## config.mk

```make
export PLATFORM = sky130hd
export DESIGN_NAME = pong_game_ctrl
export DESIGN_NICKNAME = d
export VERILOG_FILES = /design/src/rtl/pong_pkg.sv /design/src/rtl/bcd_counter2.sv /design/src/rtl/pong_game_ctrl.sv
export SDC_FILE = /design/constraint.sdc
export NUM_CORES = 1
export LEC_CHECK = 0
export CAP_MARGIN = 20
export CORE_MARGIN = 2
export CORE_UTILIZATION = 53
export DETAILED_ROUTE_END_ITERATION = 10
export GPL_TIMING_DRIVEN = 0
export HOLD_SLACK_MARGIN = 0.05
export MAX_ROUTING_LAYER = met4
export PLACE_DENSITY = 0.79
export SYNTH_ARGS = -nofsm -noshare
export SYNTH_HDL_FRONTEND = slang
export SYNTH_HIERARCHICAL = 1
export SYNTH_SLANG_ARGS = --single-unit
export TNS_END_PERCENT = 100
```

## constraint.sdc

```tcl
create_clock -name clk -period 2 [get_ports clk]
set_input_delay 0.2 -clock clk [delete_from_list [all_inputs] [get_ports clk]]
set_output_delay 0.2 -clock clk [all_outputs]
set_load 0.03 [all_outputs]
```

## src/rtl/pong_pkg.sv

```systemverilog
// Shared types and constants for the Pong game-flow controller:
// FSM state encoding, text-overlay select codes and 2-digit BCD score.
package pong_pkg;

    typedef enum logic [1:0] {
        NEWGAME = 2'd0,
        PLAY    = 2'd1,
        SERVE   = 2'd2,
        OVER    = 2'd3
    } game_state_t;

    localparam logic [1:0] DISP_NEWGAME = 2'd0;
    localparam logic [1:0] DISP_PLAY    = 2'd1;
    localparam logic [1:0] DISP_SERVE   = 2'd2;
    localparam logic [1:0] DISP_OVER    = 2'd3;

    typedef struct packed {
        logic [3:0] tens;
        logic [3:0] ones;
    } bcd2_t;

    // 99 + 1 wraps to 00; unreachable with a legal winning score.
    function automatic bcd2_t bcd_inc(input bcd2_t v);
        bcd2_t r;
        r = v;
        if (v.ones == 4'd9) begin
            r.ones = 4'd0;
            r.tens = (v.tens == 4'd9) ? 4'd0 : v.tens + 4'd1;
        end else begin
            r.ones = v.ones + 4'd1;
        end
        return r;
    endfunction

endpackage

```

## src/rtl/bcd_counter2.sv

```systemverilog
// Two-digit BCD score register with synchronous clear and increment.
module bcd_counter2
    import pong_pkg::*;
(
    input  logic       clk,
    input  logic       reset,
    input  logic       clr,
    input  logic       inc,
    output logic [7:0] q
);

    bcd2_t cnt;

    // NOTE: sequential state uses non-blocking assignments so every register
    // samples the pre-edge values regardless of block ordering.
    always_ff @(posedge clk or posedge reset) begin
        if (reset) begin
            cnt <= '0;
        end else if (clr) begin
            cnt <= '0;
        end else if (inc) begin
            cnt <= bcd_inc(cnt);
        end
    end

    assign q = cnt;

endmodule

```

## src/rtl/pong_game_ctrl.sv

```systemverilog
// Pong game-flow FSM: scores point strobes, sequences new-game, serve delay,
// play and game-over phases, and drives the graphics freeze control.
module pong_game_ctrl
    import pong_pkg::*;
#(
    parameter logic [7:0] WIN_SCORE   = 8'h11,
    parameter int         TIMER_TICKS = 120
) (
    input  logic       clk,
    input  logic       reset,
    input  logic       refresh_tick,
    input  logic [3:0] btn,
    input  logic       pts_1,
    input  logic       pts_2,
    output logic       gra_still,
    output logic [7:0] score1,
    output logic [7:0] score2,
    output logic       game_over,
    output logic [1:0] winner,
    output logic [1:0] disp_mode
);

    localparam logic [7:0] TIMER_LOAD = 8'(TIMER_TICKS);

    game_state_t state;
    logic [7:0]  timer;
    logic        pts_1_d;
    logic        pts_2_d;

    logic pt1_evt;
    logic pt2_evt;
    logic btn_any;
    logic in_play;
    logic inc1;
    logic inc2;
    logic clr_scores;
    logic win_hit;

    assign pt1_evt = pts_1 & ~pts_1_d;
    assign pt2_evt = pts_2 & ~pts_2_d;
    assign btn_any = (btn != 4'b0000);
    assign in_play = (state == PLAY);

    // Player 1 takes priority when both edges land in the same cycle.
    assign inc1 = in_play & pt1_evt;
    assign inc2 = in_play & pt2_evt & ~pt1_evt;

    assign win_hit = pt1_evt ? (bcd_inc(score1) == WIN_SCORE)
                             : (bcd_inc(score2) == WIN_SCORE);

    // Scores clear on the OVER -> NEWGAME transition.
    assign clr_scores = (state == OVER) && (timer == 8'd0);

    bcd_counter2 u_score1 (
        .clk   (clk),
        .reset (reset),
        .clr   (clr_scores),
        .inc   (inc1),
        .q     (score1)
    );

    bcd_counter2 u_score2 (
        .clk   (clk),
        .reset (reset),
        .clr   (clr_scores),
        .inc   (inc2),
        .q     (score2)
    );

    always_ff @(posedge clk or posedge reset) begin
        if (reset) begin
            state     <= NEWGAME;
            timer     <= 8'd0;
            winner    <= 2'b00;
            gra_still <= 1'b1;
            game_over <= 1'b0;
            disp_mode <= DISP_NEWGAME;
            pts_1_d   <= 1'b0;
            pts_2_d   <= 1'b0;
        end else begin
            pts_1_d <= pts_1;
            pts_2_d <= pts_2;

            case (state)
                NEWGAME: begin
                    if (btn_any) begin
                        state     <= PLAY;
                        gra_still <= 1'b0;
                        disp_mode <= DISP_PLAY;
                    end
                end

                PLAY: begin
                    // Load is the only timer action here, so a coincident tick is dropped.
                    if (pt1_evt || pt2_evt) begin
                        timer     <= TIMER_LOAD;
                        gra_still <= 1'b1;
                        if (win_hit) begin
                            state     <= OVER;
                            winner    <= pt1_evt ? 2'b01 : 2'b10;
                            game_over <= 1'b1;
                            disp_mode <= DISP_OVER;
                        end else begin
                            state     <= SERVE;
                            disp_mode <= DISP_SERVE;
                        end
                    end
                end

                SERVE: begin
                    if (timer == 8'd0) begin
                        if (btn_any) begin
                            state     <= PLAY;
                            gra_still <= 1'b0;
                            disp_mode <= DISP_PLAY;
                        end
                    end else if (refresh_tick) begin
                        timer <= timer - 8'd1;
                    end
                end

                OVER: begin
                    if (timer == 8'd0) begin
                        state     <= NEWGAME;
                        winner    <= 2'b00;
                        game_over <= 1'b0;
                        disp_mode <= DISP_NEWGAME;
                    end else if (refresh_tick) begin
                        timer <= timer - 8'd1;
                    end
                end

                default: begin
                    state     <= NEWGAME;
                    gra_still <= 1'b1;
                    game_over <= 1'b0;
                    disp_mode <= DISP_NEWGAME;
                end
            endcase
        end
    end

endmodule

```

==> results of run 1 <==
==> layer usage <==
| metal | GRT usage | share of wire |
|---|---|---|
| met1 | 0.321 | 0.51 |
| met2 | 0.317 | 0.43 |
| met3 | 0.0642 | 0.042 |
| met4 | 0.0677 | 0.012 |
| met5 | - | 0 |
==> final timing paths <==
kind | to | startpoint | slack, ps
max | winner[1]$_DFFE_PP0P_ | u_score2/q[5]$_DFFE_PP0P_ | 70
min | u_score2/q[4]$_DFFE_PP0P_ | reset | 260
max reg2reg | winner[1]$_DFFE_PP0P_ | u_score2/q[5]$_DFFE_PP0P_ | 70
min reg2reg | winner[1]$_DFFE_PP0P_ | winner[1]$_DFFE_PP0P_ | 490
max in group asynchronous | timer[0]$_DFFE_PP0P_ | reset | 1210
min in group clk | pts_1_d$_DFF_PP0_ | pts_1 | 430
==> cell families after synthesis <==
group	share of synthesized area
simple gates	0.260
xor+xnor	0.0133
mux	0.0335
flops	0.406
buf+inv	0.0570
compound gates	0.167
fa+ha+maj	0.0633
==> final cells by class <==
class,count,area (µm²)
multi-input cells,140,1110
flip-flops and latches,32,802
clock inverters,2,35.0
inverters,15,56.3
well taps,48,60.1
plain buffers,7,55.1
repair buffers,37,353
clock buffers,6,72.6
fillers,285,1090
==> power breakdown <==
group	switching [µW]	leakage, µW	total (µW)	internal [µW]
combinational	565	0.000676	1070	503
sequential	218	0.000389	1020	805
clock	239	0.0000552	609	369
total	1020	0.00112	2700	1680
==> flip-flops by register name, summed over array words and instances (netlist names) <==
| register | count |
|---|---|
| pts_1_d | 1 |
| timer | 8 |
| pts_2_d | 1 |
| gra_still | 1 |
| u_score2/q | 8 |
| disp_mode | 2 |
| u_score1/q | 8 |
| winner | 2 |
| game_over | 1 |
==> timing repair <==
item | CTS | global route
endpoints found under the setup margin | 9 | 12
buffers inserted | 3 | 4
gates resized for setup | 3 | 9
pin swaps | 1 | 3
==> placed cells by master (no fill, tap or decap), types with 3 or more instances in the layout <==
cell	n
dfrtp_1	31
clkdlybuf4s50_1	30
inv_1	15
a21oi_1	12
buf_4	10
ha_1	10
nand2_1	9
nand3b_1	8
nand2b_1	7
nor2_1	7
o21ai_0	6
clkbuf_8	5
a211oi_1	4
a311oi_1	4
and4b_1	4
mux2_2	3
a22o_1	3
nor2b_1	3
nor4_1	3
a211o_1	3
a21o_1	3
nand4_1	3
xnor2_1	3
nand3_1	3
==> worst max-delay path, delay by kind of cell, from the launching register on <==
kind            cells  cell delay (ps)
mux                 1              350
compound gates      1              200
simple gates        2              830
flops               1              430
==> stage by stage <==
stage	TNS, ps	worst slack [ps]
after floorplan	0	122
after global placement	-410	-120
after detailed placement	-673	-156
after CTS	0	25.4
after global routing	-0.995	-0.625
final	0	73.0
==> impl_metrics.tcl, run 1 <==
set metrics [dict create \
    netlist.area_leader.share 0.392 \
    wl_per_cell_um 14.8 \
    grt_antenna_before_repair 0 \
    yosys.cell_count.top_type "dfrtp_1" \
    worstSetupEndpointType "register" \
    async_flop_share 1.00 \
    htreeDepth 2 \
    slowest_delay_ps 490 \
    core-area_mm2 0.00363 \
    dp.cells 273 \
    cp_max_fo 6 \
    synth_edf_count 0 \
    ir_worst_vdd_v 0.000619 \
    fmax_mhz 519 \
    ys_types 50 \
    ys_ff_latch 32 \
    cts_buffers 5 \
    drtIter0Drc 66 \
    min_path_type "in -> async" \
    initial_core_util 0.544 \
    hold_viol 0 \
    p_leak_uw 0.00112 \
    powerDensity_mw_per_mm2 1060 \
    die-width_um 65.1 \
    crit_chain "nor4b_1 > a211oi_1 > nor4b_4 > mux2_1" \
    synthFlopType "dfrtp_1" \
    yosysTopAreaCell "dfrtp_1" \
    status "complete, no violations" \
    clk_pin_slew_ps 70 \
    clkSinkCount 32 \
    overflow 0 \
    grt_pass1_vias 1538 \
    crit_arrival_ps 2090 \
    yosys_warnings 6 \
    final.min_clock_period_ps 1930 \
    ioPinCount 31 \
    slew_headroom 0.588 \
    vias 1642 \
    cap_violations 0 \
    reg2reg_depth 4 \
    layout-drive-gt1-share 0.176 \
    finalNetCount 257 \
    antenna_cells 0 \
    vias_per_cell 5.72 \
    placed_area_mm2 0.00234 \
    die_height_um 65.1 \
    cts_buffer_depth 2 \
    critPathKind "reg -> reg" \
    drc 0 \
    cts_hold_buf 0 \
    grt_max_degree 17 \
    finalSetupViolations 0 \
    synth_area_leaders "dfrtp_1, ha_1, a21oi_1, nand3b_1, inv_1" \
    drtPass1Iterations 4 \
    synth_nets 214 \
    gp_congestion 0.837 \
    gr-usage-all-layers 0.226 \
    routed_wl_mm 4.24 \
    tightest_slew_ps 617 \
    core.rowCount 22 \
    synthCells 195 \
    route.antenna.remaining_nets 0 \
    hpwl_mm 2.86 \
    syn_area_per_cell_um2 10.1 \
    period_share 0.964 \
    yosys-top-cells-count "dfrtp_1, inv_1, a21oi_1, ha_1, nand2_1" \
    skew_ps 4.61 \
    critPathSlowestCell "nor4b_1" \
    final_util 0.700 \
    synth_seq_area_share 0.406 \
    fin_total_pwr_uw 2700 \
    syn-cell-area_mm2 0.00198 \
    syn2layout_area_growth_pct 28.7 \
    clk_latency_ps 280 \
    cp.required_ps 2160 \
    worst_setup_path_start_kind "register" \
    slew_viol_final 0 \
    die_area_mm2 0.00423 \
    design_area_mm2 0.00254 \
    cts_tree "done" \
    clk_root_buffer_cell "clkbuf_8" \
    final_cells 287 \
    portBuffers 30 \
    grt_pass1_wl_mm 7.18 \
    whs_ps 263 \
]
Note: power is estimated with default switching activity, not from simulation.
==> inputs of run 2 (changes only) <==
CTS_BUF_LIST = sky130_fd_sc_hd__clkbuf_16   (was default)
==> impl_metrics.tcl, run 2 (synthesis gave the netlist of run 1 again) <==
set metrics [dict create \
    final.min_clock_period_ps 1930 \
    finalNetCount 255 \
    dp_slack_ps -156 \
    grt_pass1_wl_mm 7.42 \
    grt_max_degree 17 \
    final_cell_mix "clkdlybuf4s50_1, dfrtp_1, inv_1" \
    cts_tree "done" \
    gr-usage-all-layers 0.231 \
    wl_per_cell_um 15.3 \
    cp_max_fo 10 \
    cts_buffer_depth 2 \
    htreeDepth 2 \
    worst_setup_path_start_kind "register" \
    dp.cells 273 \
    clkSinkCount 32 \
    hpwl_mm 2.86 \
    gp_congestion 0.837 \
    cp.required_ps 2150 \
    die_area_mm2 0.00423 \
    overflow 0 \
    routed_wl_mm 4.36 \
    antenna_cells 0 \
    vias 1653 \
    initial_core_util 0.544 \
    hold_viol 0 \
    skew_ps 4.28 \
    drc 0 \
    syn2layout_area_growth_pct 32.1 \
    slew_headroom 0.589 \
    cts_hold_buf 0 \
    min_path_type "in -> async" \
    status "complete, no violations" \
    core-area_mm2 0.00363 \
    period_share 0.966 \
    final_cells 285 \
    grt_pass1_vias 1586 \
    slew_viol_final 0 \
    drtPass1Iterations 4 \
    fin_ws_ps 67.0 \
    cts_buffers 5 \
    layout-drive-gt1-share 0.190 \
    busiest_layer "met2" \
    met3_usage 0.0538 \
    fillers 279 \
    clk_latency_ps 270 \
    p_leak_uw 0.00114 \
    worstSetupEndpointType "register" \
    grtUsageMet1 0.321 \
    fin_total_pwr_uw 2930 \
    route.antenna.remaining_nets 0 \
    critPathKind "reg -> reg" \
    use_met2 0.336 \
    drtIter0Drc 91 \
    core.rowCount 22 \
    grt_antenna_before_repair 0 \
    fmax_mhz 517 \
    ir_worst_vdd_v 0.000742 \
    rsz0062_at_grt "yes" \
    clk_root_buffer_cell "clkbuf_16" \
    crit_arrival_ps 2080 \
    cap_violations 0 \
    powerDensity_mw_per_mm2 1120 \
    portBuffers 30 \
    clk_pin_slew_ps 50 \
    ioPinCount 31 \
    die-width_um 65.1 \
    final_common_cell "clkdlybuf4s50_1" \
    vias_per_cell 5.80 \
    die_height_um 65.1 \
    tightest_slew_ps 615 \
    finalSetupViolations 0 \
]
[run 2: worst paths after layout]
| path | start | end | slack (ps) | cells past startpoint |
|---|---|---|---|---|
| max | timer[0]$_DFFE_PP0P_ | timer[0]$_DFFE_PP0P_ | 70 | 8 |
| max in group asynchronous | reset | timer[1]$_DFFE_PP0P_ | 1150 | 2 |
| min reg2reg | winner[1]$_DFFE_PP0P_ | winner[1]$_DFFE_PP0P_ | 490 | 1 |
| min | reset | u_score1/q[3]$_DFFE_PP0P_ | 290 | 2 |
| min in group clk | pts_1 | pts_1_d$_DFF_PP0_ | 440 | 1 |
| max reg2reg | timer[0]$_DFFE_PP0P_ | timer[0]$_DFFE_PP0P_ | 70 | 8 |
[run 2: critical path: stages (launching register included)]
cell and delay, ps:
dfrtp_2 400, inv_1 70, ha_1 200, nor3b_4 160
buf_4 160, a21oi_1 240, clkbuf_4 250, nor2_1 70
mux2_2 270
[run 2: cell type report]
type	instances	area [µm²]	share of cell area
Buffer	7	55.1	0.0211
Clock buffer	5	125	0.0479
Clock inverter	3	38.8	0.0149
Inverter	15	56.3	0.0216
Multi-Input combinational cell	140	1130	0.434
Sequential cell	32	805	0.308
Tap cell	48	60.1	0.0230
Timing Repair Buffer	35	338	0.129
[run 2: repair_timing]
action,CTS,global route
endpoints found under the setup margin,10,15
pin swaps,1,3
gates resized for setup,3,14
setup buffers,3,2
[run 2: stage by stage]
step	hold slack, ps	area (µm²)	setup TNS [ps]	util
4_1_cts	286	2530	0	0.698
2_1_floorplan	15.7	1980	0	-
5_1_grt	325	2610	-28.5	0.719
6_report	286	2610	0	0.719
3_3_place_gp	484	2340	-410	0.643
3_5_place_dp	478	2340	-673	0.643
[run 2: layer usage]
layer / part of all wire / routed length (µm)
met1: 0.49 / 2140
met2: 0.45 / 1960
met3: 0.044 / 190
met4: 0.014 / 63
met5: 0 / 0
[run 2: power breakdown]
| part | switching, µW | total (µW) | internal (µW) |
|---|---|---|---|
| clock network | 255 | 835 | 579 |
| registers | 233 | 1040 | 810 |
| logic | 560 | 1050 | 490 |
==> inputs of run 3 (changes only) <==
TNS_END_PERCENT = 5   (was 100)
==> impl_metrics.tcl, run 3 (synthesis gave the netlist of run 1 again) <==
set metrics [dict create \
    hold_viol 0 \
    initial_core_util 0.544 \
    final.min_clock_period_ps 1950 \
    routed_wl_mm 4.30 \
    ir_worst_vdd_v 0.000741 \
    grt_pass1_wl_mm 7.38 \
    powerDensity_mw_per_mm2 1130 \
    die-width_um 65.1 \
    period_share 0.976 \
    route.antenna.remaining_nets 0 \
    drtIter0Drc 74 \
    clkSinkCount 32 \
    cts_buffer_depth 2 \
    crit_arrival_ps 2100 \
    clk_root_buffer_cell "clkbuf_16" \
    status "complete, no violations" \
    min_path_type "in -> async" \
    syn2layout_area_growth_pct 30.7 \
    clk_pin_slew_ps 50 \
    drc 0 \
    pwr-share-comb 0.367 \
    gr-usage-all-layers 0.229 \
    internal-power_uw 1880 \
    timing.rr.start "timer[1]$_DFFE_PP0P_" \
    ioPinCount 31 \
    core-area_mm2 0.00363 \
    switching_share 0.357 \
    htreeDepth 2 \
    cts_hold_buf 0 \
    p_leak_uw 0.00114 \
    cts_tree "done" \
    cp_max_fo 9 \
    clockPowerShare 0.285 \
    portBuffers 30 \
    finalNetCount 255 \
    fillers 286 \
    rsz0062_at_grt "yes" \
    die_height_um 65.1 \
    antenna_cells 0 \
    crit_chain "inv_1 > ha_1 > nor3b_4 > nand2_1 > nor2_4 > buf_6 > and4b_1 > a211o_1" \
    skew_ps 3.45 \
    core.rowCount 22 \
    grt_max_degree 17 \
    slew_headroom 0.593 \
    final_cell_mix "dfrtp_1, clkdlybuf4s50_1, inv_1" \
    grt_antenna_before_repair 0 \
    cp.required_ps 2150 \
    gp_congestion 0.837 \
    clk_latency_ps 270 \
    fin_total_pwr_uw 2920 \
    critPathKind "reg -> reg" \
    critPathTopFamily "simple AND/OR/NAND/NOR gates" \
    vias_per_cell 5.91 \
    worst_setup_path_start_kind "register" \
    drtPass1Iterations 4 \
    crit_start "timer[1]$_DFFE_PP0P_" \
    hpwl_mm 2.86 \
    overflow 0 \
    finalSetupViolations 0 \
    seq_power_share 0.348 \
    die_area_mm2 0.00423 \
    slowest_delay_ps 430 \
    cts_buffers 5 \
    cap_violations 0 \
    worstSetupEndpointType "register" \
    critPathSlowestCell "dfrtp_1" \
    vias 1683 \
    final_common_cell "dfrtp_1" \
    final_util 0.711 \
    fmax_mhz 512 \
    path_buf_inv 2 \
    layout-drive-gt1-share 0.173 \
    wl_per_cell_um 15.1 \
    slew_viol_final 0 \
    grt_pass1_vias 1593 \
    tightest_slew_ps 610 \
    power_switching_uw 1040 \
]
[run 3: timing repair]
action                     in CTS  in global routing
buffers inserted                2                  2
hold endpoints to repair        0                  0
setup endpoints to repair      10                 12
gates resized for setup         5                  7
pin swaps                       2                  1
[run 3: area by class of cell]
| type | instances | area (µm²) | area share |
|---|---|---|---|
| Clock inverter | 3 | 38.8 | 0.0150 |
| Buffer | 8 | 57.6 | 0.0223 |
| Clock buffer | 5 | 125 | 0.0484 |
| Sequential cell | 32 | 802 | 0.310 |
| Inverter | 15 | 56.3 | 0.0218 |
| Multi-Input combinational cell | 140 | 1110 | 0.431 |
| Tap cell | 48 | 60.1 | 0.0232 |
| Timing Repair Buffer | 34 | 330 | 0.128 |
[run 3: stage by stage]
step / setup TNS (ps) / area (µm²) / hold slack (ps) / cells / setup WS, ps
final: 0 / 2580 / 291 / 285 / 48.1
after global placement: -410 / 2340 / 484 / 273 / -120
after floorplan: 0 / 1980 / 15.7 / 195 / 122
after global routing: -84.6 / 2580 / 326 / 285 / -28.6
after CTS: -8.15 / 2530 / 286 / 283 / -8.15
after detailed placement: -673 / 2340 / 478 / 273 / -156
[run 3: final timing paths]
check                                             to  slack [ps]  cells past startpoint
max                        u_score2/q[7]$_DFFE_PP0P_          50                      8
min                        u_score2/q[5]$_DFFE_PP0P_         290                      2
max reg2reg                u_score2/q[7]$_DFFE_PP0P_          50                      8
min reg2reg                    winner[1]$_DFFE_PP0P_         490                      1
max in group asynchronous       timer[0]$_DFFE_PP0P_        1190                      2
min in group clk                   pts_1_d$_DFF_PP0_         440                      1
[run 3: power groups by stage]
stage	clock (µW)	combinational, µW	sequential [µW]
after CTS	845	1030	1000
after floorplan	0	509	1160
after detailed placement	0	1000	1010
final	832	1070	1020
after global routing	881	1170	1050
after global placement	0	986	1010
[run 3: per-layer routing]
| metal | global-route usage | vias up | share of wire |
|---|---|---|---|
| li1 | - | 801 | - |
| met1 | 0.315 | 808 | 0.48 |
| met2 | 0.339 | 62 | 0.44 |
| met3 | 0.0538 | 12 | 0.058 |
| met4 | 0.0729 | 0 | 0.022 |
| met5 | - | - | 0 |
